--- src/rtl/serial_fa_adder.sv ---
// serial_fa_adder: bit-serial WIDTH-bit adder that pushes both operands LSB-first
// through a single full-adder cell, keeping the carry in a flop between bits,
// and returns the parallel result through a valid/ready handshake.
module serial_fa_adder #(
  parameter int unsigned WIDTH = 8
) (
  input  logic             clk,
  input  logic             rst_n,
  input  logic             start,
  input  logic [WIDTH-1:0] a,
  input  logic [WIDTH-1:0] b,
  input  logic             cin,
  output logic             in_ready,
  output logic             out_valid,
  input  logic             out_ready,
  output logic [WIDTH-1:0] sum,
  output logic             cout
);

  localparam int unsigned CNT_W = (WIDTH > 1) ? $clog2(WIDTH) : 1;

  typedef enum logic [1:0] {
    ST_IDLE = 2'b00,
    ST_RUN  = 2'b01,
    ST_HOLD = 2'b10
  } state_e;

  state_e             state_q,     state_d;
  logic [WIDTH-1:0]   sa_q,        sa_d;
  logic [WIDTH-1:0]   sb_q,        sb_d;
  logic [WIDTH-1:0]   ps_q,        ps_d;
  logic [CNT_W-1:0]   cnt_q,       cnt_d;
  logic               carry_q,     carry_d;
  logic [WIDTH-1:0]   sum_q,       sum_d;
  logic               cout_q,      cout_d;
  logic               in_ready_q,  in_ready_d;
  logic               out_valid_q, out_valid_d;

  logic               fa_sum_c;
  logic               fa_carry_c;

  // The one full-adder cell shared across all bit positions.
  assign fa_sum_c   = sa_q[0] ^ sb_q[0] ^ carry_q;
  assign fa_carry_c = (sa_q[0] & sb_q[0]) | ((sa_q[0] ^ sb_q[0]) & carry_q);

  // Next-state and datapath updates; handshake flags follow the next state so they stay registered.
  always_comb begin
    state_d     = state_q;
    sa_d        = sa_q;
    sb_d        = sb_q;
    ps_d        = ps_q;
    cnt_d       = cnt_q;
    carry_d     = carry_q;
    sum_d       = sum_q;
    cout_d      = cout_q;

    case (state_q)
      ST_IDLE: begin
        if (start) begin
          sa_d    = a;
          sb_d    = b;
          carry_d = cin;
          cnt_d   = '0;
          ps_d    = '0;
          state_d = ST_RUN;
        end
      end
      ST_RUN: begin
        ps_d    = {fa_sum_c, ps_q[WIDTH-1:1]};
        sa_d    = {1'b0, sa_q[WIDTH-1:1]};
        sb_d    = {1'b0, sb_q[WIDTH-1:1]};
        carry_d = fa_carry_c;
        cnt_d   = cnt_q + CNT_W'(1);
        if (cnt_q == CNT_W'(WIDTH - 1)) begin
          sum_d   = {fa_sum_c, ps_q[WIDTH-1:1]};
          cout_d  = fa_carry_c;
          state_d = ST_HOLD;
        end
      end
      ST_HOLD: begin
        if (out_ready) begin
          state_d = ST_IDLE;
        end
      end
      default: begin
        state_d = ST_IDLE;
      end
    endcase

    in_ready_d  = (state_d == ST_IDLE);
    out_valid_d = (state_d == ST_HOLD);
  end

  // State, datapath and output registers with synchronous reset.
  always_ff @(posedge clk) begin
    if (!rst_n) begin
      state_q     <= ST_IDLE;
      sa_q        <= '0;
      sb_q        <= '0;
      ps_q        <= '0;
      cnt_q       <= '0;
      carry_q     <= 1'b0;
      sum_q       <= '0;
      cout_q      <= 1'b0;
      in_ready_q  <= 1'b1;
      out_valid_q <= 1'b0;
    end else begin
      state_q     <= state_d;
      sa_q        <= sa_d;
      sb_q        <= sb_d;
      ps_q        <= ps_d;
      cnt_q       <= cnt_d;
      carry_q     <= carry_d;
      sum_q       <= sum_d;
      cout_q      <= cout_d;
      in_ready_q  <= in_ready_d;
      out_valid_q <= out_valid_d;
    end
  end

  assign in_ready  = in_ready_q;
  assign out_valid = out_valid_q;
  assign sum       = sum_q;
  assign cout      = cout_q;

endmodule

--- config.mk ---
export PLATFORM = sky130hd
export DESIGN_NAME = serial_fa_adder
export DESIGN_NICKNAME = d
export VERILOG_FILES = /design/src/rtl/serial_fa_adder.sv
export SDC_FILE = /design/constraint.sdc
export NUM_CORES = 1
export LEC_CHECK = 0
export CORE_MARGIN = 4
export CORE_UTILIZATION = 29
export DETAILED_ROUTE_END_ITERATION = 8
export PLACE_DENSITY_LB_ADDON = 0.12
export SLEW_MARGIN = 25
export SYNTH_ARGS = -nofsm -noshare
export SYNTH_HDL_FRONTEND = slang
export SYNTH_SLANG_ARGS = --single-unit
export TNS_END_PERCENT = 10
--- constraint.sdc ---
create_clock -name clk -period 4.4 [get_ports clk]
set_clock_uncertainty 0.15 [all_clocks]
set_input_delay 0.88 -clock clk [delete_from_list [all_inputs] [get_ports clk]]
set_output_delay 0.88 -clock clk [all_outputs]
set_load 0.05 [all_outputs]
==> run metrics, run 1 <==
Clock Path Buffers 2; I/O Buffers 31; Pleak 0.000738 uW; Post-Synth XOR/XNOR Area 0%; Cell Chain, Critical Path clkdlybuf4s50_1; largest net degree at the start of global routing 48; CP max stage delay 0.81 ns; critical path startpoint cout; synth unique cells 28; critical path type flop to primary output; Post-Synth Adder-Cell Area 2.78%; number of enable flip-flop cells after synthesis 0; Reg area 801 um2; Arr. time, crit path 1.45 ns; Yosys top cell area share 49.4%; Starting Density 30.7%; Iter 0 DRT Violations 47; GR Util All Layers 11.3%; compound-cell area share of the yosys netlist 20.7%; H-tree levels 2; number of global-route vias before repair 1257; diodes inserted 0; register area share after synthesis 49.4%; Final Hold Fails 0; reg-to-reg startpoint state_q[1]; Die ar. 0.00685 mm2; DP Wirelength 2430 um; share of cells above drive strength 1 6.60%; post-route setup TNS 0 ns; die extent in x 82.7 um; Hold Crit Start cnt_q[2]; final slew viol count 0; net count after synthesis 194; maximum vdd drop 166 uV; Synth area leader dfxtp_1; initial antenna violation count 0; Core Region 0.00527 mm2; global routing usage on met3 4.12%; RSZ-0062 raised after global routing false; main combinational cell family by area after synthesis compound AO/OA/AOI/OAI gates; critical path peak fanout 2; Clock Root Buffer clkbuf_8; Layout fillers 545; Clk pin slew, worst setup/hold paths 0.08 ns; GR peak layer met2; Max Clk Rate 0.404 GHz; row cnt 26; Post-Synth Simple-Gate Area 12.4%; Cell Pwr Density 369 mW/mm2; Req. time, crit path 3.37 ns; Syn Inst Count 170; non-filler instance count after layout 267; GRT met1 Usage 15.5%; Pre-antenna DRT Iters 4; top post-synthesis cells by area dfxtp_1, mux2i_1, o211ai_1; Final min period 2.48 ns; FF+latch count, synth 40; Hold/Removal Path Class flop to flop; Post-synth top flop dfxtp_1; synthesized area per cell 9.53 um2; hold buffers post-CTS 0; Area Growth Syn to Fin 28.3%; clock latency on the worst-skew pair 0.29 ns; Startpoint Class flop; post-synthesis mux area share 9.27%; CTS tree built; Critical Path Slowest Stage Cell clkdlybuf4s50_1; Vias 1307; status complete, no violations; Max-slew headroom 47.8%; Post-synth top cells dfxtp_1, nand2_1, mux2i_1; IO Pins 32; # setup viols final 0; met2 usage 16.7%; Post-CTS Setup Repair Bufs 0; YS warnings 0; Post-Syn Area 0.00162 mm2; Cells after DPL 259; GRT overflow 0; Least-Margin Pin Slew 0.782 ns; # DRC 0; antenna viol nets, final 0; CP top delay family buffers and inverters; Die H 82.7 um; WL/cell 13.5 um; Vias/cell 4.90; Final Wtd Congestion 0.682; most frequent cell after synthesis dfxtp_1; final-stage net count 220; Resized Gates After CTS 0; Buf/Inv on CP 1; asr flop ratio synth 0%; clock sinks 40; Multi-input gate area 731 um2; total CTS buffers 5; first-pass GRT wire length 5830 um; MaxCap Viol Count 0; Detailed Route WL 3610 um; crit share post-route 56.3%; nature of the critical path endpoint primary output
==> cell usage in the layout, fill, tap and decap left out, drive strengths merged <==
master	count
dfxtp	40
clkdlybuf4s50	31
o21ai	24
nand2	18
mux2i	15
o211ai	14
o22ai	12
nand3	8
inv	6
clkbuf	5
nor3b	3
nand2b	3
o21a	2
ha	2
buf	2
nor2	2
nor4b	1
o21ba	1
nor3	1
or3b	1
and3b	1
nand3b	1
o211a	1
fa	1
bufinv	1
clkinvlp	1
==> per-stage QoR <==
stage	hold WS, ns	utilization (%)	setup WS, ns	area, um2	total power [uW]
floorplan	0.295	-	2.63	1620	440
global placement	0.307	37.3	1.75	1960	468
detailed placement	0.313	37.3	1.73	1960	470
CTS	0.326	39.4	1.90	2080	774
global route	0.355	39.4	1.85	2080	803
finish	0.323	39.4	1.92	2080	766
==> layout make-up <==
| cell class | instances | share of cell area, % |
|---|---|---|
| flip-flops and latches | 40 | 38.5 |
| repair buffers | 33 | 15.7 |
| clock inverters | 3 | 2.23 |
| multi-input cells | 111 | 35.2 |
| well taps | 70 | 4.21 |
| clock buffers | 5 | 3.31 |
| inverters | 5 | 0.903 |
==> registers in the layout, summed over array words and instances, names as in the netlist <==
| name | count |
|---|---|
| cout | 1 |
| out_valid | 1 |
| state_q | 2 |
| sb_q | 8 |
| cnt_q | 3 |
| ps_q | 7 |
| carry_q | 1 |
| sum | 8 |
| in_ready | 1 |
| sa_q | 8 |
==> path summary, 6_finish.rpt <==
| check | endpoint | slack [ns] | depth (start not counted) |
|---|---|---|---|
| setup / recovery | cout | 1.92 | 1 |
| hold / removal | cnt_q[2] | 0.32 | 2 |
| setup reg to reg | sum[0] | 2.60 | 3 |
| hold reg to reg | cnt_q[2] | 0.32 | 2 |
==> metal layers <==
layer	vias to the layer above	wire, um
li1	663	-
met1	616	1770
met2	26	1610
met3	2	202
met4	0	20
met5	-	0
==> where the power goes <==
part           internal (uW)  switching (uW)
logic                   37.5            40.2
clock network            171             135
registers                376            6.93
==> logic make-up (layout without fill, tap and decap cells) <==
logic type               count (synthesis)  in the layout
AO/OA/AOI/OAI                           54             54
adder cells (fa/ha/maj)                  3              3
AND/OR/NAND/NOR                         39             39
flip-flops                              40             40
multiplexers                            15             15
buffers and inverters                   19             46
==> worst reg2reg max path, cell delays in order (launching register included) <==
cell and delay [ns]:
dfxtp_1 0.83, nand3b_1 0.51, nand3_1 0.14, o21ai_0 0.09
(Power assumes the default switching activity.)
==> run 2: changes to the inputs <==
==> constraint.sdc (replaced) <==
create_clock -name clk -period 2.55 [get_ports clk]
set_clock_uncertainty 0.15 [all_clocks]
set_input_delay 0.51 -clock clk [delete_from_list [all_inputs] [get_ports clk]]
set_output_delay 0.51 -clock clk [all_outputs]
set_load 0.05 [all_outputs]
==> run metrics, run 2 (same netlist as run 1, synthesis figures left out) <==
MaxCap Viol Count 0; DP Wirelength 2540 um; most frequent cells in the layout dfxtp_1, clkdlybuf4s50_1, nand2_1; CP top delay family buffers and inverters; final slew viol count 0; # DRC 0; CP max stage delay 0.82 ns; Critical Path Slowest Stage Cell clkdlybuf4s50_1; Vias/cell 4.81; IO Pins 32; crit share post-route 82.5%; Pre-antenna DRT Iters 4; total CTS buffers 5; Detailed Route WL 3680 um; Area Growth Syn to Fin 27.3%; Max-slew headroom 58.4%; final-stage net count 223; Final Hold Fails 0; Max Clk Rate 0.476 GHz; critical path startpoint cout; GRT overflow 0; status complete, no violations; Starting Density 30.7%; hold_ws 0.327 ns; Final Wtd Congestion 0.699; Startpoint Class flop; met2 usage 16.7%; WL/cell 13.7 um; nature of the critical path endpoint primary output; Req. time, crit path 1.89 ns; diodes inserted 0; maximum vdd drop 234 uV; post-route setup TNS 0 ns; Die H 82.7 um; Pleak 0.000740 uW; CTS tree built; Die ar. 0.00685 mm2; clock sinks 40; # setup viols final 0; H-tree levels 2; Arr. time, crit path 1.44 ns; Clock Path Buffers 2; Vias 1293; global routing usage on met3 2.93%; critical path peak fanout 2; number of global-route vias before repair 1275; Clock Root Buffer clkbuf_8; critical path type flop to primary output; Iter 0 DRT Violations 56; Buf/Inv on CP 1; GRT met1 Usage 16.6%; reg-to-reg startpoint state_q[0]; Hold Crit Start sum[6]; antenna viol nets, final 0; Final min period 2.10 ns; I/O Buffers 31; Hold/Removal Path Class flop to flop; Cell Chain, Critical Path clkdlybuf4s50_1; Post-CTS Setup Repair Bufs 0; leading cell type in the layout, fill and taps excluded dfxtp_1; Cell Pwr Density 578 mW/mm2; GR peak layer met2; largest net degree at the start of global routing 28; first-pass GRT wire length 6100 um; clock latency on the worst-skew pair 0.29 ns; RSZ-0062 raised after global routing false; Core Region 0.00527 mm2; Resized Gates After CTS 0; GR Util All Layers 11.8%; row cnt 26; die extent in x 82.7 um; hold buffers post-CTS 0; initial antenna violation count 0; Least-Margin Pin Slew 0.623 ns; Clk pin slew, worst setup/hold paths 0.07 ns; share of cells above drive strength 1 7.04%
run 2: power by group:
part           internal (uW)  leakage (uW)  switching (uW)
clock network            186     0.0000410             208
registers                649      0.000326            11.9
logic                   67.5      0.000372            69.9
run 2: cell type report:
| type | count | area [um2] |
|---|---|---|
| inverters | 5 | 18.8 |
| flip-flops and latches | 40 | 801 |
| fillers | 558 | 3210 |
| multi-input cells | 111 | 731 |
| clock inverters | 1 | 5.00 |
| clock buffers | 6 | 72.6 |
| well taps | 70 | 87.6 |
| repair buffers | 36 | 348 |
run 2: worst paths after layout:
| kind | cells after the start | to | slack [ns] |
|---|---|---|---|
| setup / recovery | 1 | cout | 0.45 |
| hold / removal | 2 | sum[6] | 0.33 |
| setup reg to reg | 4 | sb_q[1] | 0.80 |
| hold reg to reg | 2 | sum[6] | 0.33 |
run 2: stage by stage:
step,instances,utilization [%],total power [uW],instance area [um2],setup slack [ns]
finish,269,39.2,1190,2060,0.447
global route,269,39.2,1260,2060,0.390
CTS,269,39.2,1210,2060,0.419
detailed placement,262,37.7,814,1990,0.311
global placement,262,37.7,811,1990,0.373
floorplan,170,-,759,1620,1.05
run 2: routing by layer:
metal	vias to the layer above	wire (um)
met5	-	0
met1	597	1860
met2	25	1620
li1	667	-
met3	4	160
met4	0	40
==> run 3: changes to the inputs <==
==> constraint.sdc (replaced) <==
create_clock -name clk -period 1.9 [get_ports clk]
set_clock_uncertainty 0.15 [all_clocks]
set_input_delay 0.38 -clock clk [delete_from_list [all_inputs] [get_ports clk]]
set_output_delay 0.38 -clock clk [all_outputs]
set_load 0.05 [all_outputs]
==> run metrics, run 3 (same netlist as run 1, synthesis figures left out) <==
Arr. time, crit path 1.69 ns; Req. time, crit path 1.89 ns; DP Wirelength 2640 um; RSZ-0062 raised after global routing false; # setup viols final 0; final-stage net count 225; clock latency on the worst-skew pair 0.29 ns; clock sinks 40; total power 1600 uW; Multi-input gate area 731 um2; Vias/cell 4.89; critical path peak fanout 16; hold buffers post-CTS 0; die extent in x 82.7 um; dpl cell area 0.00197 mm2; largest net degree at the start of global routing 39; crit share post-route 89.5%; Vias 1324; Area Growth Syn to Fin 26.6%; maximum vdd drop 393 uV; Die ar. 0.00685 mm2; Starting Density 30.7%; final core occ 38.9%; I/O Buffers 31; post-route setup TNS 0 ns; total CTS buffers 5; Die H 82.7 um; Resized Gates After CTS 0; combinational share of power 11.4%; Design Area, Final 0.00205 mm2; Iter 0 DRT Violations 88; Least-Margin Pin Slew 0.514 ns; row cnt 26; MaxCap Viol Count 0; # DRC 0; Post-CTS Setup Repair Bufs 0; Layout fillers 550; most frequent cells in the layout dfxtp_1, clkdlybuf4s50_1, nand2_1, buf_4, mux2i_1; IO Pins 32; Hold Crit Start sum[4]; Final min period 1.70 ns; diodes inserted 0; Hold/Removal Path Class flop to flop; nature of the critical path endpoint flop; flop-to-flop setup slack 0.20 ns; sequential fraction of design power 55.6%; GR Util All Layers 12.0%; clock share of power 33.0%; Clock Path Buffers 2; Clk pin slew, worst setup/hold paths 0.07 ns; Detailed Route WL 3720 um; leading cell type in the layout, fill and taps excluded dfxtp_1; WL/cell 13.7 um; final slew viol count 0; Buf/Inv on CP 0; Final Hold Fails 0; number of global-route vias before repair 1353; Max Clk Rate 0.588 GHz; R2R cell count 5; antenna viol nets, final 0; CP top delay family simple AND/OR/NAND/NOR gates; Core Region 0.00527 mm2; most used cell, CP ha_1; reg-to-reg startpoint cnt_q[0]; first-pass GRT wire length 6300 um; H-tree levels 2; Critical Path Slowest Stage Cell nand3b_1; Psw 388 uW; Pleak 0.000770 uW; Pre-antenna DRT Iters 4; critical path type flop to flop; R2R Path End sum[0]; Max-slew headroom 65.6%; status complete, no violations; Reg area 801 um2; Startpoint Class flop; share of cells above drive strength 1 13.4%; Cell Pwr Density 782 mW/mm2; GRT overflow 0; hold path endpoint sum[4]; Sw Ratio 24.2%; Hold Crit Depth 2; CTS tree built; CP max stage delay 0.37 ns; Clock Root Buffer clkbuf_8; Final Wtd Congestion 0.745; initial antenna violation count 0; Cell Chain, Critical Path ha_1 > ha_1 > nand3b_1 > nand3_1 > o21ai_0; internal power 1210 uW
## run 3: final cells by class
| class | instances | share of cell area, % |
|---|---|---|
| timing repair buffer | 38 | 16.4 |
| multi-input combinational | 111 | 35.6 |
| clock buffer | 6 | 3.54 |
| tap | 70 | 4.27 |
| clock inverter | 1 | 0.244 |
| inverter | 5 | 0.915 |
| sequential | 40 | 39.0 |
## run 3: per-stage QoR
stage          hold slack (ns)  std cells  setup WS, ns
3_5_place_dp             0.319        264        0.0501
5_1_grt                  0.352        271        0.0279
6_report                 0.324        271         0.200
4_1_cts                  0.332        271         0.200
2_1_floorplan            0.295        170         0.400
3_3_place_gp             0.308        264         0.109
## run 3: how the worst max path moves through the flow
stage	from	depth (start not counted)	endpoint
after floorplan	cnt_q[0]	6	sum[6]
after global placement	start	4	sb_q[0]
after detailed placement	rst_n	4	sum[1]
after CTS	cnt_q[0]	5	sum[0]
after global routing	cnt_q[0]	5	sum[2]
final	cnt_q[0]	5	sum[0]
## run 3: routing by layer
layer	GRT usage, %	up-vias	share of wire, %
met5	0	-	0
met4	3.92	0	1.0
met3	3.90	6	4.6
met2	19.1	27	45
met1	15.3	613	49
li1	-	678	-
## run 3: power by group through the flow
stage,logic (uW),registers [uW],clock network [uW]
floorplan,110,909,0
CTS,187,892,546
global placement,182,910,0
detailed placement,185,912,0
global route,204,896,588
finish,183,892,529
## run 3: worst register-to-register path: cells and delay by family, from the launching register on
kind                     cells  cell delay (ns)
flip-flops                   1             0.36
adder cells (fa/ha/maj)      2             0.35
AND/OR/NAND/NOR              2             0.59
AO/OA/AOI/OAI                1             0.11
